### src/rtl/paint_scheduler_if.sv
// paint_scheduler_if: host-side descriptor/config bus plus paint_element engine handshake
interface paint_scheduler_if #(
  parameter int COOR_WIDTH = 12,
  parameter int IDX_WIDTH  = 4
);
  logic                  frame_start;
  logic                  cfg_we;
  logic [IDX_WIDTH-1:0]  cfg_idx;
  logic                  cfg_enable;
  logic [COOR_WIDTH-1:0] cfg_sprite_x;
  logic [COOR_WIDTH-1:0] cfg_sprite_y;
  logic [COOR_WIDTH-1:0] cfg_frame_x;
  logic [COOR_WIDTH-1:0] cfg_frame_y;
  logic [COOR_WIDTH-1:0] cfg_width;
  logic [COOR_WIDTH-1:0] cfg_height;
  logic                  cfg_count_we;
  logic [IDX_WIDTH:0]    cfg_count;
  logic                  pe_rst;
  logic [COOR_WIDTH-1:0] pe_sprite_x;
  logic [COOR_WIDTH-1:0] pe_sprite_y;
  logic [COOR_WIDTH-1:0] pe_frame_x;
  logic [COOR_WIDTH-1:0] pe_frame_y;
  logic [COOR_WIDTH-1:0] pe_width;
  logic [COOR_WIDTH-1:0] pe_height;
  logic                  pe_finished;
  logic                  busy;
  logic [IDX_WIDTH-1:0]  cur_idx;
  logic                  frame_done;
  logic                  cfg_err;
  logic                  overrun;
  modport master (
    output frame_start, cfg_we, cfg_idx, cfg_enable, cfg_sprite_x, cfg_sprite_y,
           cfg_frame_x, cfg_frame_y, cfg_width, cfg_height, cfg_count_we, cfg_count,
           pe_finished,
    input  pe_rst, pe_sprite_x, pe_sprite_y, pe_frame_x, pe_frame_y, pe_width, pe_height,
           busy, cur_idx, frame_done, cfg_err, overrun
  );
  modport slave (
    input  frame_start, cfg_we, cfg_idx, cfg_enable, cfg_sprite_x, cfg_sprite_y,
           cfg_frame_x, cfg_frame_y, cfg_width, cfg_height, cfg_count_we, cfg_count,
           pe_finished,
    output pe_rst, pe_sprite_x, pe_sprite_y, pe_frame_x, pe_frame_y, pe_width, pe_height,
           busy, cur_idx, frame_done, cfg_err, overrun
  );
endinterface

### src/rtl/paint_scheduler.sv
// paint_scheduler: walks a sprite descriptor table each frame, driving one paint_element per entry
module paint_scheduler #(
  parameter int COOR_WIDTH   = 12,
  parameter int MAX_ELEMENTS = 16,
  parameter int IDX_WIDTH    = 4
) (
  input logic              clk_33m,
  input logic              rst,
  paint_scheduler_if.slave bus
);
  typedef enum logic [2:0] {IDLE, FETCH, START, WAIT, DONE} state_t;
  localparam logic [IDX_WIDTH:0] MAX_CNT = (IDX_WIDTH+1)'(MAX_ELEMENTS);
  localparam logic [IDX_WIDTH:0] ONE = (IDX_WIDTH+1)'(1);
  state_t                state_q, state_d;
  logic [IDX_WIDTH:0]    idx_q, idx_d, count_q, count_d;
  logic [MAX_ELEMENTS-1:0] en_q;
  logic [COOR_WIDTH-1:0] sx_q [MAX_ELEMENTS];
  logic [COOR_WIDTH-1:0] sy_q [MAX_ELEMENTS];
  logic [COOR_WIDTH-1:0] fx_q [MAX_ELEMENTS];
  logic [COOR_WIDTH-1:0] fy_q [MAX_ELEMENTS];
  logic [COOR_WIDTH-1:0] w_q  [MAX_ELEMENTS];
  logic [COOR_WIDTH-1:0] h_q  [MAX_ELEMENTS];
  logic [COOR_WIDTH-1:0] pe_sx_q, pe_sy_q, pe_fx_q, pe_fy_q, pe_w_q, pe_h_q;
  logic                  frame_done_q, cfg_err_q, overrun_q;
  logic                  idle, tbl_wr, skip, latch;
  logic [IDX_WIDTH-1:0]  sel;
  assign idle    = state_q == IDLE;
  assign tbl_wr  = idle && bus.cfg_we && ({1'b0, bus.cfg_idx} < MAX_CNT);
  assign count_d = !(idle && bus.cfg_count_we) ? count_q :
                   (bus.cfg_count > MAX_CNT) ? MAX_CNT : bus.cfg_count;
  assign sel     = idx_q[IDX_WIDTH-1:0];
  assign skip    = !en_q[sel] || w_q[sel] == '0 || h_q[sel] == '0;
  // count_d lets a frame_start that coincides with a count write use the new count
  always_comb begin
    state_d = state_q;
    idx_d   = idx_q;
    latch   = 1'b0;
    case (state_q)
      IDLE: begin
        if (bus.frame_start) begin
          idx_d   = '0;
          state_d = count_d == '0 ? DONE : FETCH;
        end
      end
      FETCH: begin
        if (idx_q == count_q) state_d = DONE;
        else if (skip) idx_d = idx_q + ONE;
        else begin
          latch   = 1'b1;
          state_d = START;
        end
      end
      START: state_d = WAIT;
      WAIT: begin
        if (bus.pe_finished) begin
          idx_d   = idx_q + ONE;
          state_d = FETCH;
        end
      end
      DONE:    state_d = IDLE;
      default: state_d = IDLE;
    endcase
  end
  always_ff @(posedge clk_33m or posedge rst) begin
    if (rst) begin
      state_q      <= IDLE;
      idx_q        <= '0;
      count_q      <= '0;
      en_q         <= '0;
      frame_done_q <= 1'b0;
      cfg_err_q    <= 1'b0;
      overrun_q    <= 1'b0;
      pe_sx_q      <= '0;
      pe_sy_q      <= '0;
      pe_fx_q      <= '0;
      pe_fy_q      <= '0;
      pe_w_q       <= '0;
      pe_h_q       <= '0;
    end else begin
      state_q      <= state_d;
      idx_q        <= idx_d;
      count_q      <= count_d;
      frame_done_q <= state_q == DONE;
      cfg_err_q    <= cfg_err_q | (!idle && (bus.cfg_we || bus.cfg_count_we));
      overrun_q    <= overrun_q | (!idle && bus.frame_start);
      if (tbl_wr) en_q[bus.cfg_idx] <= bus.cfg_enable;
      if (latch) begin
        pe_sx_q <= sx_q[sel];
        pe_sy_q <= sy_q[sel];
        pe_fx_q <= fx_q[sel];
        pe_fy_q <= fy_q[sel];
        pe_w_q  <= w_q[sel];
        pe_h_q  <= h_q[sel];
      end
    end
  end
  // descriptor payload needs no reset: an entry is only read once its enable has been written
  always_ff @(posedge clk_33m) begin
    if (tbl_wr) begin
      sx_q[bus.cfg_idx] <= bus.cfg_sprite_x;
      sy_q[bus.cfg_idx] <= bus.cfg_sprite_y;
      fx_q[bus.cfg_idx] <= bus.cfg_frame_x;
      fy_q[bus.cfg_idx] <= bus.cfg_frame_y;
      w_q[bus.cfg_idx]  <= bus.cfg_width;
      h_q[bus.cfg_idx]  <= bus.cfg_height;
    end
  end
  assign bus.pe_rst      = state_q == START;
  assign bus.busy        = !idle;
  assign bus.cur_idx     = idle ? '0 : sel;
  assign bus.frame_done  = frame_done_q;
  assign bus.cfg_err     = cfg_err_q;
  assign bus.overrun     = overrun_q;
  assign bus.pe_sprite_x = pe_sx_q;
  assign bus.pe_sprite_y = pe_sy_q;
  assign bus.pe_frame_x  = pe_fx_q;
  assign bus.pe_frame_y  = pe_fy_q;
  assign bus.pe_width    = pe_w_q;
  assign bus.pe_height   = pe_h_q;
endmodule
### src/flat_wrapper.sv
// flat-port wrapper written by rule: the top's interface ports become plain ports
module paint_scheduler_flat 
#(
  parameter int COOR_WIDTH   = 12,
  parameter int MAX_ELEMENTS = 16,
  parameter int IDX_WIDTH    = 4
)
  (clk_33m, rst, bus_frame_start, bus_cfg_we, bus_cfg_idx, bus_cfg_enable, bus_cfg_sprite_x, bus_cfg_sprite_y, bus_cfg_frame_x, bus_cfg_frame_y, bus_cfg_width, bus_cfg_height, bus_cfg_count_we, bus_cfg_count, bus_pe_finished, bus_pe_rst, bus_pe_sprite_x, bus_pe_sprite_y, bus_pe_frame_x, bus_pe_frame_y, bus_pe_width, bus_pe_height, bus_busy, bus_cur_idx, bus_frame_done, bus_cfg_err, bus_overrun);
  paint_scheduler_if #(.COOR_WIDTH(COOR_WIDTH), .IDX_WIDTH(IDX_WIDTH)) bus_i ();
  input logic clk_33m;
  input logic rst;
  input wire logic [$bits(bus_i.frame_start)-1:0] bus_frame_start;
  input wire logic [$bits(bus_i.cfg_we)-1:0] bus_cfg_we;
  input wire logic [$bits(bus_i.cfg_idx)-1:0] bus_cfg_idx;
  input wire logic [$bits(bus_i.cfg_enable)-1:0] bus_cfg_enable;
  input wire logic [$bits(bus_i.cfg_sprite_x)-1:0] bus_cfg_sprite_x;
  input wire logic [$bits(bus_i.cfg_sprite_y)-1:0] bus_cfg_sprite_y;
  input wire logic [$bits(bus_i.cfg_frame_x)-1:0] bus_cfg_frame_x;
  input wire logic [$bits(bus_i.cfg_frame_y)-1:0] bus_cfg_frame_y;
  input wire logic [$bits(bus_i.cfg_width)-1:0] bus_cfg_width;
  input wire logic [$bits(bus_i.cfg_height)-1:0] bus_cfg_height;
  input wire logic [$bits(bus_i.cfg_count_we)-1:0] bus_cfg_count_we;
  input wire logic [$bits(bus_i.cfg_count)-1:0] bus_cfg_count;
  input wire logic [$bits(bus_i.pe_finished)-1:0] bus_pe_finished;
  output wire logic [$bits(bus_i.pe_rst)-1:0] bus_pe_rst;
  output wire logic [$bits(bus_i.pe_sprite_x)-1:0] bus_pe_sprite_x;
  output wire logic [$bits(bus_i.pe_sprite_y)-1:0] bus_pe_sprite_y;
  output wire logic [$bits(bus_i.pe_frame_x)-1:0] bus_pe_frame_x;
  output wire logic [$bits(bus_i.pe_frame_y)-1:0] bus_pe_frame_y;
  output wire logic [$bits(bus_i.pe_width)-1:0] bus_pe_width;
  output wire logic [$bits(bus_i.pe_height)-1:0] bus_pe_height;
  output wire logic [$bits(bus_i.busy)-1:0] bus_busy;
  output wire logic [$bits(bus_i.cur_idx)-1:0] bus_cur_idx;
  output wire logic [$bits(bus_i.frame_done)-1:0] bus_frame_done;
  output wire logic [$bits(bus_i.cfg_err)-1:0] bus_cfg_err;
  output wire logic [$bits(bus_i.overrun)-1:0] bus_overrun;
  assign bus_i.frame_start = bus_frame_start;
  assign bus_i.cfg_we = bus_cfg_we;
  assign bus_i.cfg_idx = bus_cfg_idx;
  assign bus_i.cfg_enable = bus_cfg_enable;
  assign bus_i.cfg_sprite_x = bus_cfg_sprite_x;
  assign bus_i.cfg_sprite_y = bus_cfg_sprite_y;
  assign bus_i.cfg_frame_x = bus_cfg_frame_x;
  assign bus_i.cfg_frame_y = bus_cfg_frame_y;
  assign bus_i.cfg_width = bus_cfg_width;
  assign bus_i.cfg_height = bus_cfg_height;
  assign bus_i.cfg_count_we = bus_cfg_count_we;
  assign bus_i.cfg_count = bus_cfg_count;
  assign bus_i.pe_finished = bus_pe_finished;
  assign bus_pe_rst = bus_i.pe_rst;
  assign bus_pe_sprite_x = bus_i.pe_sprite_x;
  assign bus_pe_sprite_y = bus_i.pe_sprite_y;
  assign bus_pe_frame_x = bus_i.pe_frame_x;
  assign bus_pe_frame_y = bus_i.pe_frame_y;
  assign bus_pe_width = bus_i.pe_width;
  assign bus_pe_height = bus_i.pe_height;
  assign bus_busy = bus_i.busy;
  assign bus_cur_idx = bus_i.cur_idx;
  assign bus_frame_done = bus_i.frame_done;
  assign bus_cfg_err = bus_i.cfg_err;
  assign bus_overrun = bus_i.overrun;
  paint_scheduler #(.COOR_WIDTH(COOR_WIDTH), .MAX_ELEMENTS(MAX_ELEMENTS), .IDX_WIDTH(IDX_WIDTH)) u_core (.clk_33m(clk_33m), .rst(rst), .bus(bus_i));
endmodule
### config.mk
export PLATFORM = sky130hd
export DESIGN_NAME = paint_scheduler_flat
export DESIGN_NICKNAME = d
export VERILOG_FILES = /design/src/rtl/paint_scheduler_if.sv /design/src/rtl/paint_scheduler.sv /design/src/flat_wrapper.sv
export SDC_FILE = /design/constraint.sdc
export NUM_CORES = 1
export LEC_CHECK = 0
export CORE_UTILIZATION = 60
export CTS_BUF_LIST = sky130_fd_sc_hd__clkbuf_4 sky130_fd_sc_hd__clkbuf_8
export CTS_CLUSTER_SIZE = 24
export DETAILED_ROUTE_END_ITERATION = 12
export GPL_TIMING_DRIVEN = 1
export PLACE_DENSITY = 0.78
export RECOVER_POWER = 100
export SLEW_MARGIN = 20
export SYNTH_ARGS = -nofsm -noshare
export SYNTH_HDL_FRONTEND = slang
export SYNTH_SLANG_ARGS = --single-unit
### constraint.sdc
create_clock -name clk_33m -period 8.8 [get_ports clk_33m]
set_clock_uncertainty 0.1 [all_clocks]
set_input_delay 1.76 -clock clk_33m [delete_from_list [all_inputs] [get_ports clk_33m]]
set_output_delay 1.76 -clock clk_33m [all_outputs]
set_load 0.02 [all_outputs]
; ---- Word-level counts from Yosys, hierarchy flattened
; Memory sizes are Yosys's and may differ from the RTL's. A register that Yosys moved wholly into a read port is not among the register bits.
; Cells that the tools add are included.
[op_classes]
addsub = 1
order_cmp = 4
eq_ne = 10
mux = 24
n_bitwise = 2
n_reduce_logical = 17
[op_table]
columns = operator, n
row1 = $mux 5, 6
row2 = $logic_not 12->1, 2
row3 = $bwmux 16, 1
row4 = $mux 3, 5
row5 = $pmux 5 s3, 1
row6 = $pmux 3 s4, 1
row7 = $lt 4x5->1 const B, 2
row8 = $mux 1, 7
row9 = $eq 3x2->1 const B, 2
row10 = $ne 2x2->1 const B, 3
row11 = $add 5x1->5 const B, 1
row12 = $eq 5x5->1, 1
row13 = $gt 5x5->1 const B, 1
row14 = $logic_and 1x1->1, 5
row15 = $logic_not 5->1, 1
row16 = $reduce_and 5->1, 1
row17 = $bmux 1 s4, 1
row18 = $demux 1 s4, 1
row19 = $ge 4x1->1 const B, 1
row20 = $mux 4, 1
row21 = $eq 3x1->1 const B, 1
row22 = $eq 3x3->1 const B, 1
row23 = $logic_not 3->1, 1
row24 = $logic_or 1x1->1, 3
row25 = 6 further kinds, 8
[totals]
regBits = 56
ramBits = 1152
in_bits = 88
output_inout_bits = 81
elab_cells = 73
mem_count = 6
[memory_table]
columns = memory, depth, word_bits, rd, rd_ports_with_merged_regs, write_ports, line
row1 = u_core.fx_q, 16, 12, 1, 1, 1, paint_scheduler.sv:19  ; logic [COOR_WIDTH-1:0] fx_q [MAX_ELEMENTS];
row2 = u_core.fy_q, 16, 12, 1, 1, 1, paint_scheduler.sv:20  ; logic [COOR_WIDTH-1:0] fy_q [MAX_ELEMENTS];
row3 = u_core.h_q, 16, 12, 1, 0, 1, paint_scheduler.sv:22  ; logic [COOR_WIDTH-1:0] h_q [MAX_ELEMENTS];
row4 = u_core.sx_q, 16, 12, 1, 1, 1, paint_scheduler.sv:17  ; logic [COOR_WIDTH-1:0] sx_q [MAX_ELEMENTS];
row5 = u_core.sy_q, 16, 12, 1, 1, 1, paint_scheduler.sv:18  ; logic [COOR_WIDTH-1:0] sy_q [MAX_ELEMENTS];
row6 = u_core.w_q, 16, 12, 1, 0, 1, paint_scheduler.sv:21  ; logic [COOR_WIDTH-1:0] w_q [MAX_ELEMENTS];

; ---- Depth between registers and ports, before layout
[logic_depth]
ltp_word = 8
ltp_mapped = 14
depth_no_buf = 8

; ---- Least setup slack after synthesis
; Ideal clock, no wire load.
[synth_path]
path_type = in2reg
start = input bus_cfg_idx[0]
end = register u_core.en_q[0]
setup_ps = 90
t_arrival_ps = 8225
required_ps = 8610
slack_ps = 385
path_stages = 3
n_path_buf = 0
cell_sequence = or4b_2 -> nor3_1 -> mux2_2
[synth_between]
elab_chain_cells = 5
elab_cells_between_ends = 6
[synth_rtl]
columns = item, line
row1 = from (decl), flat_wrapper.sv:14  ; input wire logic [$bits(bus_i.cfg_idx)-1:0] bus_cfg_idx;
row2 = $lt 4x5->1 (not written as such) / $ge 4x1->1 (equally long branches), paint_scheduler.sv:86  ; if (tbl_wr) en_q[bus.cfg_idx] <= bus.cfg_enable;
row3 = $logic_and 1x1->1 (not written as such), paint_scheduler.sv:86
row4 = $mux 1 (not written as such), paint_scheduler.sv:86
row5 = $demux 1 s4 (*), -
row6 = $bwmux 16 (*), paint_scheduler.sv:86
row7 = "to (signal, indexed assignment)", paint_scheduler.sv:86
row8 = to (decl), paint_scheduler.sv:16  ; logic [MAX_ELEMENTS-1:0] en_q;
; Every way passes the cells marked *; elsewhere a longest branch is shown, timed or not.
; A chain may end at the register's enable or synchronous reset.

; ---- Final worst setup path
[layout_path]
start = register u_core.idx_q[2]
end = register u_core.pe_fy_q[10] (netlist: u_core.bus.pe_frame_y[10]) (read register of u_core.fy_q)
[layout_between]
elab_chain_cells = 8
elab_cells_between_ends = 13
[layout_rtl]
columns = item, line
row1 = from (decl), paint_scheduler.sv:15  ; logic [IDX_WIDTH:0] idx_q, idx_d, count_q, count_d;
row2 = from (signal assigned), paint_scheduler.sv:81  ; idx_q <= idx_d;
row3 = "parallel branches: the longest is 8 deep, another holds $mem_v2 16x12", -
row4 = to (decl), paint_scheduler.sv:23  ; logic [COOR_WIDTH-1:0] pe_sx_q, pe_sy_q, pe_fx_q, pe_fy_q, pe_w_q, pe_h_q;
; Several ways; the timed one is not identified. The select of a mux whose other input is x is not followed.

==> results.txt <==
Wirelength, routed -> 104000 µm
Reg-to-Reg End -> u_core.bus.pe_frame_y[10]$_DFFE_PP0P_
Post-synthesis register bit count -> 1256
Setup bufs post-CTS -> 0
Gate Count Post-Synth -> 1986
Worst R2R Path Depth -> 10
Hold Startpoint -> u_core.bus.overrun$_DFF_PP0_
WL per Instance -> 29.8 µm
Endpoints failing setup -> 0
Vias -> 22600
CTS Root Cell -> clkbuf_8
R2R Setup Slk -> 2.02 ns
Width of the die -> 284 µm
Min-Delay Endpoint -> u_core.bus.overrun$_DFF_PP0_
Number of global-route vias before repair -> 23500
Synth cell types -> 54
Top area cells in the synthesized netlist -> edfxtp_1, mux4_2, dfrtp_1, mux2_4, a22oi_1
Mapped Avg Cell Area -> 24.1 µm²
Layout cells sized above 1 -> 0.298
HP Class -> register to register
Initial Utilization -> 0.606
Static Leakage -> 17.3 nW
Antenna violation net count after detailed routing -> 0
Global-route wire length before repair -> 153000 µm
Syn. warnings -> 0
Die ar. -> 0.0809 mm²
GRT Total Usage -> 0.263
P&R area growth vs syn -> 13.4%
Dominant synthesized flop cell -> edfxtp_1
Fraction of registers with async set/reset -> 0.0828
Hold WS -> 0.349 ns
Max Root-Sink Buffers -> 3
Resized cells post-CTS -> 0
Clk_lat worst skew -> 0.84 ns
CTS tree -> built
Clk pin slew, worst setup/hold paths -> 0.06 ns
Max FO, Critical Path -> 62
Post-synth EDFFs -> 1152
Cell Rows -> 103
F_max -> 147 MHz
Worst path most repeated cell -> buf_4
Pwr Total -> 15.3 mW
Vias/cell -> 6.44
PwrDens -> 283 mW/mm²
Worst Setup Start Kind -> register
Depth of the worst hold-timing path -> 1
Final Core Density -> 0.687
Largest net degree at the start of global routing -> 119
Detailed Route Iter0 Violations -> 2651
Remaining global-route overflow -> 0
Placement-stage cell area -> 0.0509 mm²
Origin of the critical flop-to-flop path -> u_core.idx_q[2]$_DFFE_PP0P_
Max cap viols -> 32
CP Capture Type -> register
Clock sinks -> 1256
Max-Slew Margin vs Limit -> -2.01
Port bufs -> 168
Core ar. -> 0.0790 mm²
Crit path kind -> register to register
Initial antenna violation count -> 19
TritonCTS buffer count -> 189
Worst Max-Slew Pin Slew -> 4.52 ns
Part of the Yosys area used for sequential elements -> 0.777
Mapped Area -> 0.0479 mm²
Status -> finished, violations left
Final Max Slew Viols -> 1214
Num ports -> 169
Fin crit period -> 6.78 ns
Crit path cell chain -> buf_4, mux4_2, nor4_1, o21ai_0, nand2_1, a41o_1, nor2_2, and3_4, buf_4, mux2_1
Worst path max stage delay -> 2.46 ns
Peak VDD IR -> 0.174 mV
Design area -> 0.0543 mm²
Failing checks -> capacitance limit, slew limit
Post-synth top area share -> 0.723
CTS Hold Bufs -> 0
Placer congestion estimate -> 0.806
Vert. Die Dim -> 284 µm
Final Hold Viols -> 0
WP data arrival -> 7.38 ns
RSZ-0062 raised after global routing -> no
Nets -> 2382
Setup TNS -> 0 ns
Drt pass-1 iters -> 5
Syn Nets -> 2075
DP Wirelength -> 54300 µm
CP max stage cell -> dfrtp_1
Period utilisation layout -> 0.771
Htree depth -> 4
Worst EP required -> 9.40 ns
Post-synth top area cell -> edfxtp_1
# DRC -> 0
==> synthesized netlist by cell type (all sizes together), types with 6 or more instances <==
master  instances
nor4            6
o21ai          10
mux2           89
edfxtp       1152
buf            50
a22oi          33
clkbuf         51
nor2           20
nand2          32
nor3            8
mux2i          13
inv            10
mux4          340
dfrtp         104
nand2b          8
==> logic make-up (layout without fill, tap and decap cells) <==
group	after synthesis	after routing	share of synthesized area
simple gates	103	103	0.0109
mux	442	442	0.189
buf+inv	111	573	0.0110
compound gates	68	68	0.0107
flops	1256	1256	0.777
other cells	0	3	0
xor+xnor	5	5	0.000915
fa+ha+maj	1	1	0.000261
==> worst max-delay path by stage <==
| stage | to | start | slack (ns) | cells after the start |
|---|---|---|---|---|
| floorplan | u_core.en_q[0]$_DFFE_PP0P_ | bus_cfg_idx[0] | 0.38 | 3 |
| global placement | u_core.bus.pe_frame_y[5]$_DFFE_PP0P_ | u_core.idx_q[2]$_DFFE_PP0P_ | 3.43 | 10 |
| detailed placement | u_core.bus.pe_frame_y[5]$_DFFE_PP0P_ | u_core.idx_q[2]$_DFFE_PP0P_ | 3.31 | 10 |
| CTS | u_core.bus.pe_frame_y[5]$_DFFE_PP0P_ | u_core.idx_q[2]$_DFFE_PP0P_ | 3.29 | 10 |
| global route | u_core.en_q[8]$_DFFE_PP0P_ | u_core.state_q[0]$_DFFE_PP0P_ | 1.75 | 7 |
| finish | u_core.bus.pe_frame_y[10]$_DFFE_PP0P_ | u_core.idx_q[2]$_DFFE_PP0P_ | 2.02 | 10 |
==> cell type report <==
class / count / area [µm²]
inverter: 10 / 41.3
fill: 4634 / 24700
tap: 1050 / 1310
clock buffer: 278 / 3380
timing repair buffer: 217 / 1960
multi-input combinational: 619 / 9970
sequential: 1256 / 37200
antenna: 3 / 7.51
clock inverter: 68 / 404
==> report_power, final <==
group	switching [mW]	leakage (nW)	internal, mW	total [mW]
logic	1.72	3.68	1.73	3.46
registers	0.330	11.6	6.86	7.19
clock network	2.16	2.02	2.53	4.69
==> registers in the layout, indices dropped and copies added (netlist names), 12 cells and up <==
name and cells:
u_core.bus.pe_frame_x 12, u_core.bus.pe_frame_y 12, u_core.bus.pe_height 12, u_core.bus.pe_sprite_x 12, u_core.bus.pe_sprite_y 12, u_core.bus.pe_width 12, u_core.en_q 16, u_core.fx_q 192
u_core.fy_q 192, u_core.h_q 192, u_core.sx_q 192, u_core.sy_q 192, u_core.w_q 192
==> metal layers <==
| layer | global-route usage | wire, µm |
|---|---|---|
| met5 | 0 | 130 |
| met3 | 0.0566 | 9220 |
| met2 | 0.407 | 50800 |
| met1 | 0.387 | 42300 |
| met4 | 0.0735 | 1890 |
==> worst max-delay path: cells and delay by family, from the launching register on <==
family                 cells  cell delay, ns
AO/OA/AOI/OAI              2            0.65
AND/OR/NAND/NOR            4            1.13
multiplexers               2            0.77
buffers and inverters      2            1.47
flip-flops                 1            2.46
==> cell usage in the layout, fill, tap and decap left out, types with 9 or more instances in the layout <==
master           netlist  routed
nor2_4                 0      11
clkinv_1               0      32
clkbuf_1              51      18
buf_4                  4      18
mux2_2                18      17
nand2_1               32      32
a22oi_1               33      33
mux2i_1               13      13
clkbuf_2               0      12
dlygate4sd3_1          0     151
edfxtp_1            1152    1152
dfrtp_1              104     102
mux2_1                 2      69
clkbuf_8               0     207
mux4_2               340     340
clkdlybuf4s50_1        0      17
o21ai_0                8       9
clkbuf_4               0      71
clkinv_2               0      22
==> stage by stage <==
| stage | worst slack, ns | instances |
|---|---|---|
| 6_report | 2.02 | 3501 |
| 5_1_grt | 1.75 | 3499 |
| 4_1_cts | 3.29 | 3498 |
| 3_5_place_dp | 3.31 | 3152 |
| 3_3_place_gp | 3.43 | 3152 |
| 2_1_floorplan | 0.385 | 1986 |
(Power assumes the default switching activity.)
